$ cat config.mk
export PLATFORM = sky130hd
export DESIGN_NAME = and_gate_vector_seq_flat
export DESIGN_NICKNAME = d
export VERILOG_FILES = /design/src/rtl/and_gate_vector_seq_if.sv /design/src/rtl/and_gate_vector_seq.sv /design/src/flat_wrapper.sv
export SDC_FILE = /design/constraint.sdc
export NUM_CORES = 1
export LEC_CHECK = 0
export CORE_MARGIN = 10
export CORE_UTILIZATION = 40
export CTS_CLUSTER_DIAMETER = 120
export DETAILED_ROUTE_END_ITERATION = 6
export PLACE_DENSITY = 0.68
export SKIP_LAST_GASP = 1
export SLEW_MARGIN = 20
export SYNTH_ARGS = -nofsm -noshare
export SYNTH_HDL_FRONTEND = slang
export SYNTH_SLANG_ARGS = --single-unit
$ cat constraint.sdc
create_clock -name clk -period 1.95 [get_ports clk]
set_input_delay 0.2925 -clock clk [delete_from_list [all_inputs] [get_ports clk]]
set_output_delay 0.2925 -clock clk [all_outputs]
set_load 0.01 [all_outputs]
$ cat src/rtl/and_gate_vector_seq_if.sv
// ---------------------------------------------------------------------------
// and_gate_vector_seq_if
// Bundles the control, gate-stimulus and result signals of the AND-gate
// vector sequencer.
//   master : test controller side (drives start and y_in, observes results)
//   slave  : sequencer side (and_gate_vector_seq)
// Signals
//   start       begin a sweep (sampled only while the sequencer is idle)
//   y_in        output of the gate under test
//   a_out       registered gate input vector
//   busy        sweep in progress
//   done        one-cycle end-of-sweep pulse
//   pass        last sweep had zero mismatches
//   err_count   mismatches in last sweep
//   fail_valid  fail_vec holds a meaningful vector
//   fail_vec    first vector that mismatched
// ---------------------------------------------------------------------------
interface and_gate_vector_seq_if #(
   parameter int N_IN = 2
);
   logic            start;
   logic            y_in;
   logic [N_IN-1:0] a_out;
   logic            busy;
   logic            done;
   logic            pass;
   logic [N_IN:0]   err_count;
   logic            fail_valid;
   logic [N_IN-1:0] fail_vec;

   modport master (
      output start, y_in,
      input  a_out, busy, done, pass, err_count, fail_valid, fail_vec
   );

   modport slave (
      input  start, y_in,
      output a_out, busy, done, pass, err_count, fail_valid, fail_vec
   );
endinterface

$ cat src/rtl/and_gate_vector_seq.sv
// ---------------------------------------------------------------------------
// and_gate_vector_seq
// Exhaustive stimulus/checker for an N_IN-input AND gate. On start it walks
// every input vector 0 .. 2^N_IN-1, holds each for SETTLE_CYC cycles, samples
// the gate output for one cycle and compares it with the reduction-AND of the
// vector. At the end it pulses done and reports error count, first failing
// vector and pass/fail; results persist until the next accepted start.
// Ports
//   clk    rising-edge clock
//   rst_n  asynchronous active-low reset
//   bus    and_gate_vector_seq_if.slave (start, y_in in; a_out, busy, done,
//          pass, err_count, fail_valid, fail_vec out)
// Parameters
//   N_IN        number of gate inputs, 1..8
//   SETTLE_CYC  cycles each vector is held before sampling, >= 1
// ---------------------------------------------------------------------------
module and_gate_vector_seq #(
   parameter int N_IN       = 2,
   parameter int SETTLE_CYC = 4
) (
   input logic                   clk,
   input logic                   rst_n,
   and_gate_vector_seq_if.slave  bus
);

   generate
      if (N_IN < 1 || N_IN > 8 || SETTLE_CYC < 1) begin : g_param_err
         $error("and_gate_vector_seq: N_IN must be 1..8 and SETTLE_CYC >= 1");
      end
   endgenerate

   localparam int              CW          = (SETTLE_CYC > 1) ? $clog2(SETTLE_CYC) : 1;
   localparam logic [CW-1:0]   WAIT_RELOAD = CW'(SETTLE_CYC - 1);
   localparam logic [N_IN-1:0] VEC_LAST    = '1;

   typedef enum logic [1:0] {
      S_IDLE,
      S_WAIT,
      S_SAMPLE,
      S_DONE
   } state_t;

   state_t          state;
   logic [N_IN-1:0] vec;
   logic [CW-1:0]   wait_cnt;

   logic [N_IN-1:0] a_out_q;
   logic            busy_q;
   logic            done_q;
   logic            pass_q;
   logic [N_IN:0]   err_count_q;
   logic            fail_valid_q;
   logic [N_IN-1:0] fail_vec_q;

   // Golden response of a correct AND gate for the vector being sampled.
   logic mismatch;
   assign mismatch = (bus.y_in != (&vec));

   // NOTE: every register below is written with non-blocking assignments so
   // all state updates on an edge see the pre-edge values of each other.
   always_ff @(posedge clk or negedge rst_n) begin
      if (!rst_n) begin
         state        <= S_IDLE;
         vec          <= '0;
         wait_cnt     <= '0;
         a_out_q      <= '0;
         busy_q       <= 1'b0;
         done_q       <= 1'b0;
         pass_q       <= 1'b0;
         err_count_q  <= '0;
         fail_valid_q <= 1'b0;
         fail_vec_q   <= '0;
      end else begin
         // done is a single-cycle pulse; only the DONE state raises it.
         done_q <= 1'b0;

         case (state)
            S_IDLE: begin
               a_out_q <= '0;
               busy_q  <= 1'b0;
               if (bus.start) begin
                  state        <= S_WAIT;
                  vec          <= '0;
                  wait_cnt     <= WAIT_RELOAD;
                  busy_q       <= 1'b1;
                  err_count_q  <= '0;
                  pass_q       <= 1'b0;
                  fail_valid_q <= 1'b0;
                  fail_vec_q   <= '0;
               end
            end

            S_WAIT: begin
               if (wait_cnt == '0) begin
                  state <= S_SAMPLE;
               end else begin
                  wait_cnt <= wait_cnt - 1'b1;
               end
            end

            S_SAMPLE: begin
               // Mismatch bookkeeping and the vector advance share this edge;
               // err_count cannot exceed 2^N_IN so it never wraps.
               if (mismatch) begin
                  err_count_q <= err_count_q + 1'b1;
                  if (!fail_valid_q) begin
                     fail_vec_q   <= vec;
                     fail_valid_q <= 1'b1;
                  end
               end
               if (vec == VEC_LAST) begin
                  state  <= S_DONE;
                  busy_q <= 1'b0;
               end else begin
                  vec      <= vec + 1'b1;
                  a_out_q  <= vec + 1'b1;
                  wait_cnt <= WAIT_RELOAD;
                  state    <= S_WAIT;
               end
            end

            S_DONE: begin
               done_q  <= 1'b1;
               pass_q  <= (err_count_q == '0);
               busy_q  <= 1'b0;
               a_out_q <= '0;
               vec     <= '0;
               state   <= S_IDLE;
            end

            default: state <= S_IDLE;
         endcase
      end
   end

   assign bus.a_out      = a_out_q;
   assign bus.busy       = busy_q;
   assign bus.done       = done_q;
   assign bus.pass       = pass_q;
   assign bus.err_count  = err_count_q;
   assign bus.fail_valid = fail_valid_q;
   assign bus.fail_vec   = fail_vec_q;

endmodule
$ cat src/flat_wrapper.sv
// flat-port wrapper written by rule: the top's interface ports become plain ports
module and_gate_vector_seq_flat 
#(
   parameter int N_IN       = 2,
   parameter int SETTLE_CYC = 4
)
  (clk, rst_n, bus_start, bus_y_in, bus_a_out, bus_busy, bus_done, bus_pass, bus_err_count, bus_fail_valid, bus_fail_vec);
  and_gate_vector_seq_if #(.N_IN(N_IN)) bus_i ();
  input logic clk;
  input logic rst_n;
  input wire logic [$bits(bus_i.start)-1:0] bus_start;
  input wire logic [$bits(bus_i.y_in)-1:0] bus_y_in;
  output wire logic [$bits(bus_i.a_out)-1:0] bus_a_out;
  output wire logic [$bits(bus_i.busy)-1:0] bus_busy;
  output wire logic [$bits(bus_i.done)-1:0] bus_done;
  output wire logic [$bits(bus_i.pass)-1:0] bus_pass;
  output wire logic [$bits(bus_i.err_count)-1:0] bus_err_count;
  output wire logic [$bits(bus_i.fail_valid)-1:0] bus_fail_valid;
  output wire logic [$bits(bus_i.fail_vec)-1:0] bus_fail_vec;
  assign bus_i.start = bus_start;
  assign bus_i.y_in = bus_y_in;
  assign bus_a_out = bus_i.a_out;
  assign bus_busy = bus_i.busy;
  assign bus_done = bus_i.done;
  assign bus_pass = bus_i.pass;
  assign bus_err_count = bus_i.err_count;
  assign bus_fail_valid = bus_i.fail_valid;
  assign bus_fail_vec = bus_i.fail_vec;
  and_gate_vector_seq #(.N_IN(N_IN), .SETTLE_CYC(SETTLE_CYC)) u_core (.clk(clk), .rst_n(rst_n), .bus(bus_i));
endmodule
Yosys cells after proc, flatten, opt, wreduce, memory -nomap -nowiden
Cells that the tools add are included.

Register bits: 17.

Reductions and logical operators: 18. Muxes and demuxes: 26. Eq/ne operators: 12. Add/subtract/negate cells: 3.

Operators with widths (number): 2-bit 2-to-1 mux (10); 2-bit one-hot mux with 3 select lines (2); 2-bit AND reduction (5); 2-bit != test (second input constant) (4); 2-bit one-hot mux with 2 select lines (2); 2-bit one-hot mux with 4 select lines (1); 4-bit AND reduction (2); 2-bit equality test (second input constant) (3); 3-bit 2-to-1 mux (2); 2-bit by 1-bit != test with 1-bit output (second input constant) (3); 3-bit one-hot mux with 2 select lines (1); 3-bit AND reduction (2); 2-bit nonzero test (3); 3-bit nonzero test (2); 1-bit 2-to-1 mux (5); 2-bit zero test (2); 1-bit one-hot mux with 2 select lines (2); 3-bit by 1-bit adder with 3-bit output (second input constant) (1); 3-bit zero test (1); 1-bit one-hot mux with 3 select lines (1); 2-bit by 1-bit adder with 2-bit output (second input constant) (1); 2-bit by 1-bit equality test with 1-bit output (second input constant) (1); 2-bit OR reduction (1); 2-bit by 1-bit subtractor with 2-bit output (second input constant) (1); 1-bit != test (1).

Longest topological paths before layout
Gate-level depths: netlist of the first run.

Word-level depth: 4. Depth in mapped cells: 6. Gate-level depth less buffers: 5.

Worst setup path after synthesis of the first run
Ideal clock, no wire load.

Path type: register to register. From: reg u_core.state[0]. To: reg u_core.wait_cnt[0]. Period minus slack after synthesis: 1.747 ns. Buffers on the path: 0. Stages on the path, launching flop included: 6. Setup slack: 0.203 ns. Arrival time: 1.622 ns. Path through: dfrtp_1 inv_1 ha_1 nor2b_4 or4_4 mux2_2.

Word-level cells in the longest chain between the ends: 3. Elaborated cells on any way between the ends: 9. Those cells by class: eq/ne: 5; mux: 1; reduce/logical: 3.

Ends and longest elaborated chain: start, declared (RTL line and_gate_vector_seq.sv:43) `state_t state;`; start signal, assigned (RTL line and_gate_vector_seq.sv:63) `state <= S_IDLE;`; start signal, assigned (RTL line and_gate_vector_seq.sv:82) `state <= S_WAIT;`; start signal, assigned (RTL line and_gate_vector_seq.sv:95) `state <= S_SAMPLE;`; 2-bit equality test (tied with other cells) (RTL line and_gate_vector_seq.sv:77) `case (state)`; 2-bit != test (no source line) or 3-bit nonzero test (tied branches); 4-bit AND reduction (no source line); end signal, assigned (RTL line and_gate_vector_seq.sv:97) `wait_cnt <= wait_cnt - 1'b1;`; end, declared (RTL line and_gate_vector_seq.sv:45) `logic [CW-1:0] wait_cnt;`.

Parallel ways exist; a longest one is shown, timed or not. A chain may end at the register's enable or synchronous reset.

Final worst setup path of the first run
Ends and elaborated chain as after synthesis.

==> results of run 1 <==
[worst reg2reg max path: cells and delay by family (launching register included)]
family                   cells  cell delay (ns)
adder cells (fa/ha/maj)      1             0.27
buffers and inverters        1             0.12
flip-flops                   1             0.43
multiplexers                 1             0.27
AND/OR/NAND/NOR              2             0.67
[placed cells by master (no fill, tap or decap), drive strengths merged, types with 2 or more instances in the layout]
cell type	n
mux2i	6
a22o	2
buf	4
dfrtp	17
mux2	4
ha	10
nor2	3
a31oi	3
a2111oi	2
clkdlybuf4s50	14
inv	12
clkbuf	4
nand2	7
a21oi	2
o21ai	2
nand2b	3
nor2b	2
[area by class of cell]
class                      instances  area, um2
timing repair buffer              18        170
sequential                        17        427
fill                             218       1070
multi-input combinational         60        507
tap                               28       35.0
inverter                          12       45.0
clock buffer                       4       26.3
[power by group through the flow]
stage               sequential [W]  combinational (W)  clock, W
floorplan                 0.000629           0.000634         0
global route              0.000634            0.00116  0.000218
finish                    0.000603            0.00103  0.000201
detailed placement        0.000613            0.00104         0
global placement          0.000598            0.00101         0
CTS                       0.000604            0.00105  0.000208
[stage by stage]
step	power, W	cells
2_1_floorplan	0.00126	91
5_1_grt	0.00201	139
4_1_cts	0.00186	139
6_report	0.00184	139
3_5_place_dp	0.00166	135
3_3_place_gp	0.00161	135
[logic make-up (layout without fill, tap and decap cells)]
| logic type | after synthesis | count (layout) |
|---|---|---|
| AO/OA/AOI/OAI | 18 | 18 |
| XOR/XNOR | 1 | 1 |
| adder cells (fa/ha/maj) | 10 | 10 |
| buffers and inverters | 14 | 34 |
| flip-flops | 17 | 17 |
| multiplexers | 10 | 10 |
| AND/OR/NAND/NOR | 21 | 21 |
[flip-flops by register name (all words and copies together), names as in the netlist]
| register | count |
|---|---|
| u_core.bus.err_count | 3 |
| u_core.bus.fail_valid | 1 |
| u_core.bus.fail_vec | 2 |
| u_core.state | 2 |
| u_core.vec | 2 |
| u_core.bus.done | 1 |
| u_core.wait_cnt | 2 |
| u_core.bus.pass | 1 |
| u_core.bus.a_out | 2 |
| u_core.bus.busy | 1 |
[per-layer routing]
metal  global-route usage  up-vias  part of all wire
met3               0.0271        4             0.051
li1                     -      358                 -
met2                0.146       11              0.50
met5                    0        -                 0
met1               0.0947      360              0.42
met4               0.0587        0             0.025
[worst max-delay path by stage]
stage	start	end	slack [ns]	cells after the start
2_1_floorplan	u_core.state[0]	u_core.wait_cnt[0]	0.20	5
3_3_place_gp	bus_start	u_core.wait_cnt[0]	0.13	4
3_5_place_dp	bus_start	u_core.wait_cnt[0]	0.09	4
4_1_cts	u_core.state[0]	u_core.wait_cnt[0]	0.09	5
5_1_grt	u_core.state[0]	u_core.wait_cnt[0]	0.007	5
6_report	u_core.state[0]	u_core.wait_cnt[0]	0.09	5
==> impl_metrics.ini, run 1 <==
[outcome]
status = complete, no violations

[critical_path]
worst-path-max-fanout = 6
max_stage_delay_ns = 0.51
reg2reg_setup_slack_ns = 0.09
start_kind = flop
cp_top_family = simple AND/OR/NAND/NOR gates
path_buf_inv = 1
r2r_start = u_core.state[0]
worstPathArrival_ns = 2.05
worst-setup-path-type = reg2reg
timing.rr.end = u_core.wait_cnt[0]
cp_cell_sequence = inv_1 -> ha_1 -> nor2b_4 -> or4_4 -> mux2_2
required_ns = 2.14
r2r_cells = 5
critPathCaptureType = flop
cp_slowest_cell = or4_4

[synth]
ys_ff_latch = 17
syn_area_um2 = 986
synth_xor_area_frac = 0.00888
synth_area_leader_cell = dfrtp_1
synth-main-ff-cell = dfrtp_1
synth_area_leaders = dfrtp_1 43%, ha_1 13%, mux2i_1 6.1%
synth_cell_type_count = 30
async_flop_share = 1.00
yosysSeqAreaShare = 0.431
synth_common_cells = 17 x dfrtp_1, 12 x inv_1, 10 x ha_1
synth_top_family_by_area = compound AO/OA/AOI/OAI gates
syn-num-nets = 105
synthCells = 91
synth_compound_area_frac = 0.142
synth_adder_area_share = 0.127
yosysMostFrequentCell = dfrtp_1
synth_mux_area_frac = 0.107
synthSimpleGateAreaFrac = 0.128
synth.avg_cell_area_um2 = 10.8
ys_warn_count = 0
synth_top_area_frac = 0.431
synth_edf_count = 0

[power_and_ir_drop]
irDropWorstVdd_v = 0.000828
clkPwrFrac = 0.109
power_density_mw_per_mm2 = 1520
p_switching_w = 0.000725
sequentialPowerShare = 0.328
swShare = 0.395
p_leak_nw = 0.566
p_comb_frac = 0.562
internal_power_w = 0.00111

[sta]
rsz0062_at_grt = no
fin_crit_sh = 0.951
finalCriticalPeriod_ns = 1.86
max-slew-margin-rel = 0.707
setup_viol = 0
slew_viol_final = 0
setup_ws_ns = 0.0950
hold_violations = 0
skew_ns = 0.00581
fmax_mhz = 539
hold_slack_ns = 0.298
fin_tns_setup_ns = 0
tightest_slew_ns = 0.438

[detailed_routing]
routed-via-count = 733
antenna_left = 0
finalWirelength_um = 2030
drtPass1Iterations = 4
drc = 0
drtIter0Drc = 16
routedWlPerCell_um = 14.6
vias_per_cell = 5.27

[die]
coreArea_mm2 = 0.00228
die-height_um = 69.6
pin_count = 15
initial_core_util = 0.433
rows = 17
dieArea_mm2 = 0.00485
die_w_um = 69.6

[placement]
hpwlAfterDp_um = 1590
gp_congestion = 0.806
post_dp_cell_area_mm2 = 0.00118
dpl_worst_slack_ns = 0.0917
port-buffer-count = 14

[global_route]
grt_pass1_wl_um = 3640
antenna_found_initial = 0
grt.total_usage = 0.0886
gr-total-overflow = 0
grt_pass1_vias = 788
grt_start_max_net_pins = 18

[finish]
area_growth_pct = 22.7
final_nets = 126
drive_gt1_frac = 0.171
postLayoutCellArea_mm2 = 0.00121
antenna_cells = 0
utilization = 0.532

[clock_tree]
path_clk_slew_ns = 0.11
cts_hold_buffers = 0
clk_latency_ns = 0.30
cts_tree = yes
cts_resized = 0
postCtsSetupBuffers = 0
clock_sinks = 17
htree_num_levels = 1
cts_max_path_buffers = 2
cts_root_buf = clkbuf_4
cts_buffers = 3

[worst_hold_path]
hold_path.class = in2async

[job]
drv_cap = 0
No activity file was read; power rests on OpenSTA's default activity.
==> inputs of run 2 (changes only) <==
- clock period: 1.95 -> 2.3 ns (I/O delays scaled with it)
==> run 2 against run 1 <==
Against the previous run: count of clock-buffer cells in the layout did not move; largest power group unchanged; final cell count decreased by 2.2%; first-iteration DRC count grew 6.3%; worst hold slack better by 0.20 ns; via count fell by 4.9%; sequential power is 16% lower; wire length is 5.9% lower.
==> impl_metrics.ini, run 2 (synthesis gave the netlist of run 1 again) <==
[outcome]
status = complete, no violations

[critical_path]
worst-path-max-fanout = 6
r2r_cells = 5
cp_cell_sequence = inv_1 -> ha_1 -> nor2b_4 -> or4_4 -> mux2_2
critPathCaptureType = flop
worst-setup-path-type = reg2reg
max_stage_delay_ns = 0.51
required_ns = 2.48
cp_slowest_cell = or4_4
worstPathArrival_ns = 2.05
start_kind = flop

[sta]
rsz0062_at_grt = no
fin_crit_sh = 0.813
skew_ns = 0.00356
tightest_slew_ns = 0.779
fmax_mhz = 535
slew_viol_final = 0
setup_ws_ns = 0.431
finalCriticalPeriod_ns = 1.87
setup_viol = 0
max-slew-margin-rel = 0.479
fin_tns_setup_ns = 0
hold_violations = 0

[die]
die_w_um = 69.6
coreArea_mm2 = 0.00228
pin_count = 15
initial_core_util = 0.433
rows = 17
dieArea_mm2 = 0.00485
die-height_um = 69.6

[finish]
fillers = 204
postLayoutCellArea_mm2 = 0.00118
antenna_cells = 0
instances_no_fill = 136
final_nets = 123
drive_gt1_frac = 0.139
final_common_cell = dfrtp_1
area_growth_pct = 20.2
largest_register_ffs = 3
layout_common_cells = 17 x dfrtp_1, 14 x clkdlybuf4s50_1, 12 x inv_1

[worst_hold_path]
hold_path.class = in2async

[clock_tree]
postCtsSetupBuffers = 0
cts_max_path_buffers = 2
cts_buffers = 3
htree_num_levels = 1
cts_hold_buffers = 0
clk_latency_ns = 0.28
cts_root_buf = clkbuf_4
cts_tree = yes
clock_sinks = 17
cts_resized = 0
path_clk_slew_ns = 0.10

[global_route]
antenna_found_initial = 0
grt_pass1_vias = 712
grt.total_usage = 0.0767
grt_pass1_wl_um = 3170
gr-total-overflow = 0
grt_start_max_net_pins = 18

[detailed_routing]
routed-via-count = 697
drtIter0Drc = 17
antenna_left = 0
vias_per_cell = 5.13
drtPass1Iterations = 4
routedWlPerCell_um = 14.1
finalWirelength_um = 1910
drc = 0

[power_and_ir_drop]
finalPower_w = 0.00150
power_density_mw_per_mm2 = 1260
irDropWorstVdd_v = 0.000729
p_leak_nw = 0.552

[placement]
gp_congestion = 0.821
dpl_worst_slack_ns = 0.407
port-buffer-count = 14
post_dp_cell_area_mm2 = 0.00116
post-place-cells = 132
hpwlAfterDp_um = 1450

[job]
drv_cap = 0
## run 2: area by class of cell
type	count	area (um2)	share of cell area
flip-flops and latches	17	425	0.359
inverters	12	45.0	0.0380
well taps	28	35.0	0.0296
repair buffers	15	148	0.125
clock buffers	4	26.3	0.0222
multi-input cells	60	505	0.427
## run 2: worst paths after layout
check | start | end | slack [ns]
max | u_core.state[0] | u_core.wait_cnt[0] | 0.43
min | rst_n | u_core.bus.fail_vec[0] | 0.50
max reg2reg | u_core.state[0] | u_core.wait_cnt[0] | 0.43
min reg2reg | u_core.wait_cnt[1] | u_core.wait_cnt[1] | 0.50
max in group asynchronous | rst_n | u_core.bus.busy | 1.31
min in group clk | u_core.wait_cnt[1] | u_core.wait_cnt[1] | 0.50
## run 2: through the flow
step / util / hold slack [ns]
final: 0.521 / 0.501
after CTS: 0.521 / 0.501
after global routing: 0.521 / 0.541
after global placement: 0.509 / 0.490
after detailed placement: 0.509 / 0.477
after floorplan: - / 0.0494
## run 2: power breakdown
part           leakage (nW)  total [W]  switching [W]  internal (W)
Clock                0.0150   0.000160      0.0000925     0.0000673
Combinational         0.320   0.000831       0.000404      0.000428
Sequential            0.217   0.000507      0.0000905      0.000417
Total                 0.552    0.00150       0.000587      0.000912
## run 2: per-layer routing
metal | share of wire | up-vias | GRT usage
li1 | - | 351 | -
met1 | 0.46 | 334 | 0.0896
met2 | 0.49 | 10 | 0.127
met3 | 0.047 | 2 | 0.0214
met4 | 0.0052 | 0 | 0.0326
met5 | 0 | - | 0
## run 2: worst max-delay path, delay by kind of cell, from the launching register on
| kind | cells | cell delay [ns] |
|---|---|---|
| buf+inv | 1 | 0.12 |
| simple gates | 2 | 0.68 |
| mux | 1 | 0.27 |
| fa+ha+maj | 1 | 0.28 |
| flops | 1 | 0.43 |
==> inputs of run 3 (changes only) <==
- clock period: 2.3 -> 1.8 ns (I/O delays scaled with it)
==> run 3 against run 2 <==
Against the previous run: global-route usage is 1.0 points higher; largest power group unchanged; critical endpoint unchanged; register-to-register slack worse by 0.37 ns; wire length rose by 9.2%; highest routed layer unchanged.
==> impl_metrics.ini, run 3 (synthesis gave the netlist of run 1 again) <==
[die]
initial_core_util = 0.433
dieArea_mm2 = 0.00485
rows = 17
die-height_um = 69.6
die_w_um = 69.6
coreArea_mm2 = 0.00228
pin_count = 15

[finish]
antenna_cells = 0
fillers = 198
final_common_cell = dfrtp_1
drive_gt1_frac = 0.246
final_nets = 137
utilization = 0.568
ff_latch_area_um2 = 425
multi_input_area_um2 = 509
largest_register_ffs = 3
area_growth_pct = 31.2
layout_common_cells = 17 x dfrtp_1, 15 x buf_4, 14 x clkdlybuf4s50_1

[global_route]
antenna_found_initial = 0
gr-total-overflow = 0
grt.total_usage = 0.0870
grt_pass1_vias = 774
grt_pass1_wl_um = 3530
grt_start_max_net_pins = 18

[critical_path]
worst-setup-path-type = reg2reg
worstPathArrival_ns = 1.93
path_buf_inv = 0
start_kind = flop
required_ns = 1.99
cp_cell_sequence = ha_1 -> and2_4 -> or4_4 -> mux2_2
cp_slowest_cell = or4_4
cp_top_family = simple AND/OR/NAND/NOR gates
max_stage_delay_ns = 0.48
worst-path-max-fanout = 6
critPathCaptureType = flop

[sta]
fmax_mhz = 577
rsz0062_at_grt = yes
fin_crit_sh = 0.964
slew_viol_final = 0
skew_ns = 0.00359
finalCriticalPeriod_ns = 1.73
hold_violations = 0
tightest_slew_ns = 0.457
max-slew-margin-rel = 0.694
setup_ws_ns = 0.0657
setup_viol = 0

[clock_tree]
cts_tree = yes
path_clk_slew_ns = 0.10
clk_latency_ns = 0.30
clock_sinks = 17
cts_max_path_buffers = 2
cts_buffers = 3
cts_hold_buffers = 0
htree_num_levels = 1
cts_root_buf = clkbuf_4

[worst_hold_path]
hold_path.class = in2async

[job]
drv_cap = 0

[power_and_ir_drop]
irDropWorstVdd_v = 0.00113
sequentialPowerShare = 0.291
internal_power_w = 0.00134
p_switching_w = 0.000816
p_leak_nw = 0.619
clkPwrFrac = 0.099
power_density_mw_per_mm2 = 1670
swShare = 0.378
p_comb_frac = 0.610

[detailed_routing]
antenna_left = 0
drtIter0Drc = 27
routed-via-count = 764
drtPass1Iterations = 4
routedWlPerCell_um = 13.9
vias_per_cell = 5.09
finalWirelength_um = 2090
drc = 0

[placement]
dpl_worst_slack_ns = -0.00632
port-buffer-count = 14
gp_congestion = 0.864
hpwlAfterDp_um = 1590

[outcome]
status = complete, no violations
run 3: changes by cell type in the layout (fill, tap and decap cells not counted):
cell and change:
buf_4 +14, a2111oi_0 -1, a2111oi_1 +1, ha_1 -1, ha_2 +1
run 3: cell type report:
type | count | area share
multi-input combinational | 60 | 0.394
sequential | 17 | 0.329
tap | 28 | 0.0271
inverter | 12 | 0.0348
clock buffer | 4 | 0.0203
timing repair buffer | 29 | 0.195
run 3: power groups by stage:
stage | Combinational, W | Sequential, W | Clock (W)
finish | 0.00131 | 0.000628 | 0.000214
detailed placement | 0.00129 | 0.000640 | 0
global placement | 0.00126 | 0.000628 | 0
CTS | 0.00129 | 0.000631 | 0.000223
floorplan | 0.000687 | 0.000681 | 0
global route | 0.00145 | 0.000651 | 0.000244
run 3: worst register-to-register path: stages, from the launching register on:
cell and delay (ns):
dfrtp_1 0.40, ha_1 0.27, and2_4 0.21, or4_4 0.48, mux2_2 0.27
run 3: metrics by stage:
| stage | hold WS (ns) | total power (W) | instance area, um2 | instances | TNS, ns |
|---|---|---|---|---|---|
| floorplan | -0.0256 | 0.00137 | 986 | 91 | 0 |
| global placement | 0.486 | 0.00189 | 1260 | 145 | 0 |
| detailed placement | 0.481 | 0.00193 | 1260 | 145 | -0.00632 |
| CTS | 0.278 | 0.00215 | 1280 | 149 | 0 |
| global route | 0.284 | 0.00234 | 1290 | 150 | -0.0146 |
| finish | 0.283 | 0.00216 | 1290 | 150 | 0 |
run 3: path summary, 6_finish.rpt:
check                                         from                     to  slack (ns)  cells after the start
worst max-delay path                 u_core.vec[0]     u_core.wait_cnt[0]        0.07                      4
worst min-delay path                         rst_n    u_core.bus.a_out[1]        0.28                      2
worst max register to register       u_core.vec[0]     u_core.wait_cnt[0]        0.07                      4
worst min register to register  u_core.wait_cnt[1]     u_core.wait_cnt[1]        0.50                      1
max in group asynchronous                    rst_n  u_core.bus.fail_valid        1.32                      2
min in group clk                u_core.wait_cnt[1]     u_core.wait_cnt[1]        0.50                      1
run 3: timing repair:
| action | 4_1_cts | 5_1_grt |
|---|---|---|
| setup endpoints to repair | 0 | 6 |
| setup buffers | 0 | 1 |
| gates resized for setup | 0 | 2 |
run 3: routing by layer:
layer / global-route usage / share of wire / vias to the layer above
met5: 0 / 0 / -
met4: 0.0391 / 0.0048 / 0
met3: 0.0399 / 0.053 / 2
met2: 0.144 / 0.50 / 10
met1: 0.0921 / 0.44 / 375
li1: - / - / 377
==> patch 1 (settings of run 2) <==
Re-encode `state_t` (4 states) as one-hot, 4 bits wide.
--- a/src/rtl/and_gate_vector_seq.sv
+++ b/src/rtl/and_gate_vector_seq.sv
@@ -34,9 +34,9 @@
    localparam logic [N_IN-1:0] VEC_LAST    = '1;
 
-   typedef enum logic [1:0] {
-      S_IDLE,
-      S_WAIT,
-      S_SAMPLE,
-      S_DONE
+   typedef enum logic [3:0] {
+      S_IDLE   = 4'b0001,
+      S_WAIT   = 4'b0010,
+      S_SAMPLE = 4'b0100,
+      S_DONE   = 4'b1000
    } state_t;
 
Behaviour: no difference found for any inputs over 10 cycles, from zero or initial values and one cycle with rst_n low; not proved beyond that.
==> patch 1 against run 2 <==
Sequential cell count is 2 higher. Area after synthesis is 7.2% higher. Final cell count is 5.9% higher. Design area is 5.0% higher. Wire length is 8.8% higher. Setup slack better by 0.12 ns. Sequential share of layout area is 2.4 points higher.
Power is not compared: it rests on default switching activity, and its combinational part moved more than twofold at a synthesized area within 25%.
==> patch 1: results (changes against run 2) <==
- Worst slew margin relative to its limit: 0.636 (+0.157)
- Worst setup skew after layout: 0.00900 ns (+0.00544 ns)
- Wire length the detailed router placed on met1: 968 um (+10%)
- Top sig layer: met4
- Destination of the worst register-to-register timing path: u_core.vec[0]
- Total half-perimeter wirelength after legalization and detailed placement: 1.52 mm (+4.3%)
- Share of synthesized area occupied by flip-flops and latches: 0.451 (+0.0194)
- Number of flip-flops under the largest register name: 4 (+1)
- Vias in the first global route: 778 (+9.3%)
- Fraction of final layout cells with drive strength greater than 1: 0.105 (-0.0336)
- Cell variety after synth: 38 (+27%)
- Met1 demand-to-capacity share in global routing: 0.104 (+0.0148)
- Net count of the mapped netlist: 108 (+2.9%)
- Number of instances in the synthesized netlist: 100 (+9.9%)
- Wire length per cell: 14.5 um (+2.8%)
- Maximum number of pins on one net before global-route repair: 20 (+2)
- Worst hold path class: in2async
- Number of DRC markers after the initial detailed-route iteration: 25 (+8)
- Fill cell instance count of the final layout: 230 (+13%)
- CTS clk-pin slew, worst paths: 0.12 ns (+0.02 ns)
- Number of placed instances, taps included: 140 (+6.1%)
- Overall global routing resource usage: 0.0892 (+0.0125)
- FF-to-FF path depth: 3 (-2)
- Met2 usage in global routing: 0.138 (+0.0112)
- Total detailed-routing wirelength: 2.08 mm (+8.8%)
- Top post-synthesis cells by count: dfrtp_1, inv_1, nand2_1, o211ai_1, o21ai_0
- Met3 wirelength from detailed routing: 178 um (+98%)
- Placement Cell Area: 1220 um2 (+5.0%)
- Met2 WL: 920 um (-1.5%)
- Source-to-sink clock delay at the later pin of the worst-skew pair: 0.32 ns (+0.04 ns)
- Count of vias placed by the detailed router: 785 (+13%)
- Antenna Diode Count: 0 (unchanged)
- Number of synthesis warnings: 0 (unchanged)
- Run status: finished, final reports clean
- NumNets Final: 123 (unchanged)
- Last weighted congestion value of the routability-driven placer: 0.701 (-15%)
- Arrival time at the worst endpoint: 1.98 ns (-0.07 ns)
- Final-layout worst hold slack: 0.338 ns (-0.163 ns)
- Critical path startpoint: u_core.state[3]
- Final period demand of the worst path: 1.74 ns (-0.125 ns)
- Wire length of the first global-routing pass: 3.75 mm (+18%)
- Met3 Track Usage GR: 0.0510 (+0.0296)
- Maximum net fanout on the critical path: 14 (+8)
- Largest cells by area after synthesis: dfrtp_1, ha_1, inv_1
- Flop2flop setup slack: 0.56 ns (+0.12 ns)
==> patch 1: area by class of cell <==
class	count	area, um2	area share
Inverter	12	45.0	0.0362
Sequential cell	19	477	0.383
Clock inverter	1	5.00	0.00402
Multi-Input combinational cell	64	509	0.409
Clock buffer	3	22.5	0.0181
Tap cell	30	37.5	0.0302
Timing Repair Buffer	15	148	0.119
==> patch 1: worst max-delay path, stage by stage, from the launching register on <==
cell and delay, ns:
dfrtp_1 0.58, or4b_4 0.65, or3_1 0.34, o21ai_0 0.09
==> patch 1: report_power, final <==
part | switching [mW] | internal, mW | leakage [nW]
logic | 0.0964 | 0.130 | 0.237
registers | 0.0730 | 0.377 | 0.250
clock network | 0.117 | 0.0652 | 0.0177
==> patch 1: kinds of logic after synthesis <==
family / count (synthesis) / synth area share
AOI/OAI and AO/OA: 22 / 0.163
buffers and inverters: 17 / 0.0674
DFF: 19 / 0.451
adders and majority gates: 4 / 0.0473
muxes: 2 / 0.0201
xor gates and xnor gates: 3 / 0.0249
and+or+nand+nor: 33 / 0.226
==> patch 2 (settings of run 2) <==
Without the edit above. `N_IN` is set to 2 in 3 places; all go to 1. Comments in the files are not updated.
--- a/src/rtl/and_gate_vector_seq_if.sv
+++ b/src/rtl/and_gate_vector_seq_if.sv
@@ -17,5 +17,5 @@
 // ---------------------------------------------------------------------------
 interface and_gate_vector_seq_if #(
-   parameter int N_IN = 2
+   parameter int N_IN = 1
 );
    logic            start;
--- a/src/rtl/and_gate_vector_seq.sv
+++ b/src/rtl/and_gate_vector_seq.sv
@@ -16,5 +16,5 @@
 // ---------------------------------------------------------------------------
 module and_gate_vector_seq #(
-   parameter int N_IN       = 2,
+   parameter int N_IN       = 1,
    parameter int SETTLE_CYC = 4
 ) (
--- a/src/flat_wrapper.sv
+++ b/src/flat_wrapper.sv
@@ -2,5 +2,5 @@
 module and_gate_vector_seq_flat 
 #(
-   parameter int N_IN       = 2,
+   parameter int N_IN       = 1,
    parameter int SETTLE_CYC = 4
 )
Ports: changed (resized bus_a_out, bus_err_count and bus_fail_vec); port bits go from 15 to 12. No check against the original RTL was run, so the function may have changed too.
==> patch 2 against run 2 <==
Wire length fell by 21%. Sequential power fell by 18%. Final cell count fell by 15%. Sequential cell count fell by 4. Largest power group unchanged. Design area fell by 20%. Area after synthesis fell by 20%. Synthesized cell count fell by 16%. Total power fell by 15%. Count of clock-buffer cells in the layout did not move. Combinational power fell by 13%. Critical path type unchanged. Setup slack improved by 0.037 ns.
==> patch 2: results (changes against run 2) <==
- Clock Tree Buf Depth: 2 (unchanged)
- Cell variety after synth: 26 (-13%)
- Crit-path slowest cell: dfrtp_1
- Largest stage delay on the critical path: 0.46 ns (-0.05 ns)
- Setup fix buffers added after clock tree synthesis: 0 (unchanged)
- CTS H-Tree Depth: 1 (unchanged)
- Worst setup skew after layout: 0.00414 ns (+0.000583 ns)
- Port-buffer cells: 11 (-3)
- Fraction of final layout cells with drive strength greater than 1: 0.100 (-0.0389)
- Overall global routing resource usage: 0.0783 (+0.00159)
- Net count of the mapped netlist: 90 (-14%)
- Family with the most delay on the worst path: flip-flops
- CTS clk-pin slew, worst paths: 0.08 ns (-0.02 ns)
- Placement Cell Area: 926 um2 (-20%)
- Share of synthesized area occupied by flip-flops and latches: 0.413 (-0.0188)
- Portion of netlist area occupied by mux cells: 0.0857 (-0.0209)
- Synth Area in Compound Gates: 0.132 (-0.0104)
- Fill cell instance count of the final layout: 167 (-18%)
- Via density per instance: 4.92 (-4.0%)
- Maximum net fanout on the critical path: 7 (+1)
- Flop2flop setup slack: 0.47 ns (+0.04 ns)
- Top post-synthesis cells by count: dfrtp_1, ha_1, inv_1, nand2_1, o21ai_0
- FF-to-FF path depth: 5 (unchanged)
- Maximum number of pins on one net before global-route repair: 14 (-4)
- Max rail drop VDD: 0.665 mV (-8.8%)
- Setup WS pre-CTS: 0.500 ns (+0.0931 ns)
- Transition time at the pin with the least slew margin: 0.576 ns (-0.203 ns)
- Arrival time at the worst endpoint: 1.99 ns (-0.06 ns)
- Sequential Area: 325 um2 (-24%)
- Mean area per synthesized cell: 10.4 um2 (-4.3%)
- Vias in the first global route: 580 (-19%)
- Final-layout worst hold slack: 0.433 ns (-0.0685 ns)
- Largest cells by area after synthesis: dfrtp_1, ha_1, inv_1
- Number of placed instances, taps included: 111 (-16%)
- Wire length per cell: 13.1 um (-6.9%)
- Adder-cell share of the synthesized area: 0.159 (+0.0318)
- Total leakage power: 0.441 nW (-20%)
- Last weighted congestion value of the routability-driven placer: 0.735 (-10%)
- Wire length of the first global-routing pass: 2.61 mm (-18%)
- Non-filler instance count after layout: 115 (-15%)
- Number of DRC markers after the initial detailed-route iteration: 8 (-9)
- Run status: finished, final reports clean
- Total half-perimeter wirelength after legalization and detailed placement: 1.15 mm (-21%)
- Fraction of synthesized cell area in xor and xnor cells: 0.0111 (+0.00223)
- Total iterations of the first detailed-routing run: 4 (unchanged)
-- patch 2: cell count changes in the layout (fill, tap and decap cells not counted), sizes merged, moves of 2 or more --
cell	delta
dfrtp	-4
clkdlybuf4s50	-3
inv	-3
mux2i	-3
a2111oi	-2
a22o	-2
nand3	+2
o21ai	+2
-- patch 2: logic make-up after synthesis --
kind of cell,after synthesis
simple gates,22
mux,6
compound gates,14
flops,13
fa+ha+maj,10
buf+inv,10
xor+xnor,1
-- patch 2: layout make-up --
cell class	count	share of cell area
multi-input combinational	53	0.447
sequential	13	0.342
timing repair buffer	11	0.116
inverter	9	0.0355
tap	25	0.0329
clock buffer	4	0.0276
-- patch 2: worst reg2reg max path, stage by stage, from the launching register on --
cell      delay, ns
dfrtp_1        0.46
inv_1          0.17
ha_1           0.33
nor2_1         0.11
a211oi_4       0.32
mux2_4         0.33
-- patch 2: per-layer routing --
metal | vias to the layer above | track usage | share of wire
met2 | 14 | 0.112 | 0.46
met4 | 0 | 0.0294 | 0.0080
li1 | 292 | - | -
met3 | 2 | 0.0470 | 0.071
met5 | - | 0 | 0
met1 | 258 | 0.0932 | 0.46
-- patch 2: where the power goes --
| group | internal, mW | leakage [nW] | switching [mW] |
|---|---|---|---|
| clock | 0.0672 | 0.0150 | 0.0711 |
| combinational | 0.368 | 0.265 | 0.357 |
| sequential | 0.330 | 0.161 | 0.0866 |
-- patch 2: path summary, 6_finish.rpt --
path,end,start
max,u_core.bus.fail_valid,u_core.state[0]
min,u_core.bus.fail_vec,rst_n
max reg2reg,u_core.bus.fail_valid,u_core.state[0]
min reg2reg,u_core.bus.pass,u_core.bus.pass
max in group asynchronous,u_core.bus.err_count[0],rst_n
min in group clk,u_core.bus.pass,u_core.bus.pass
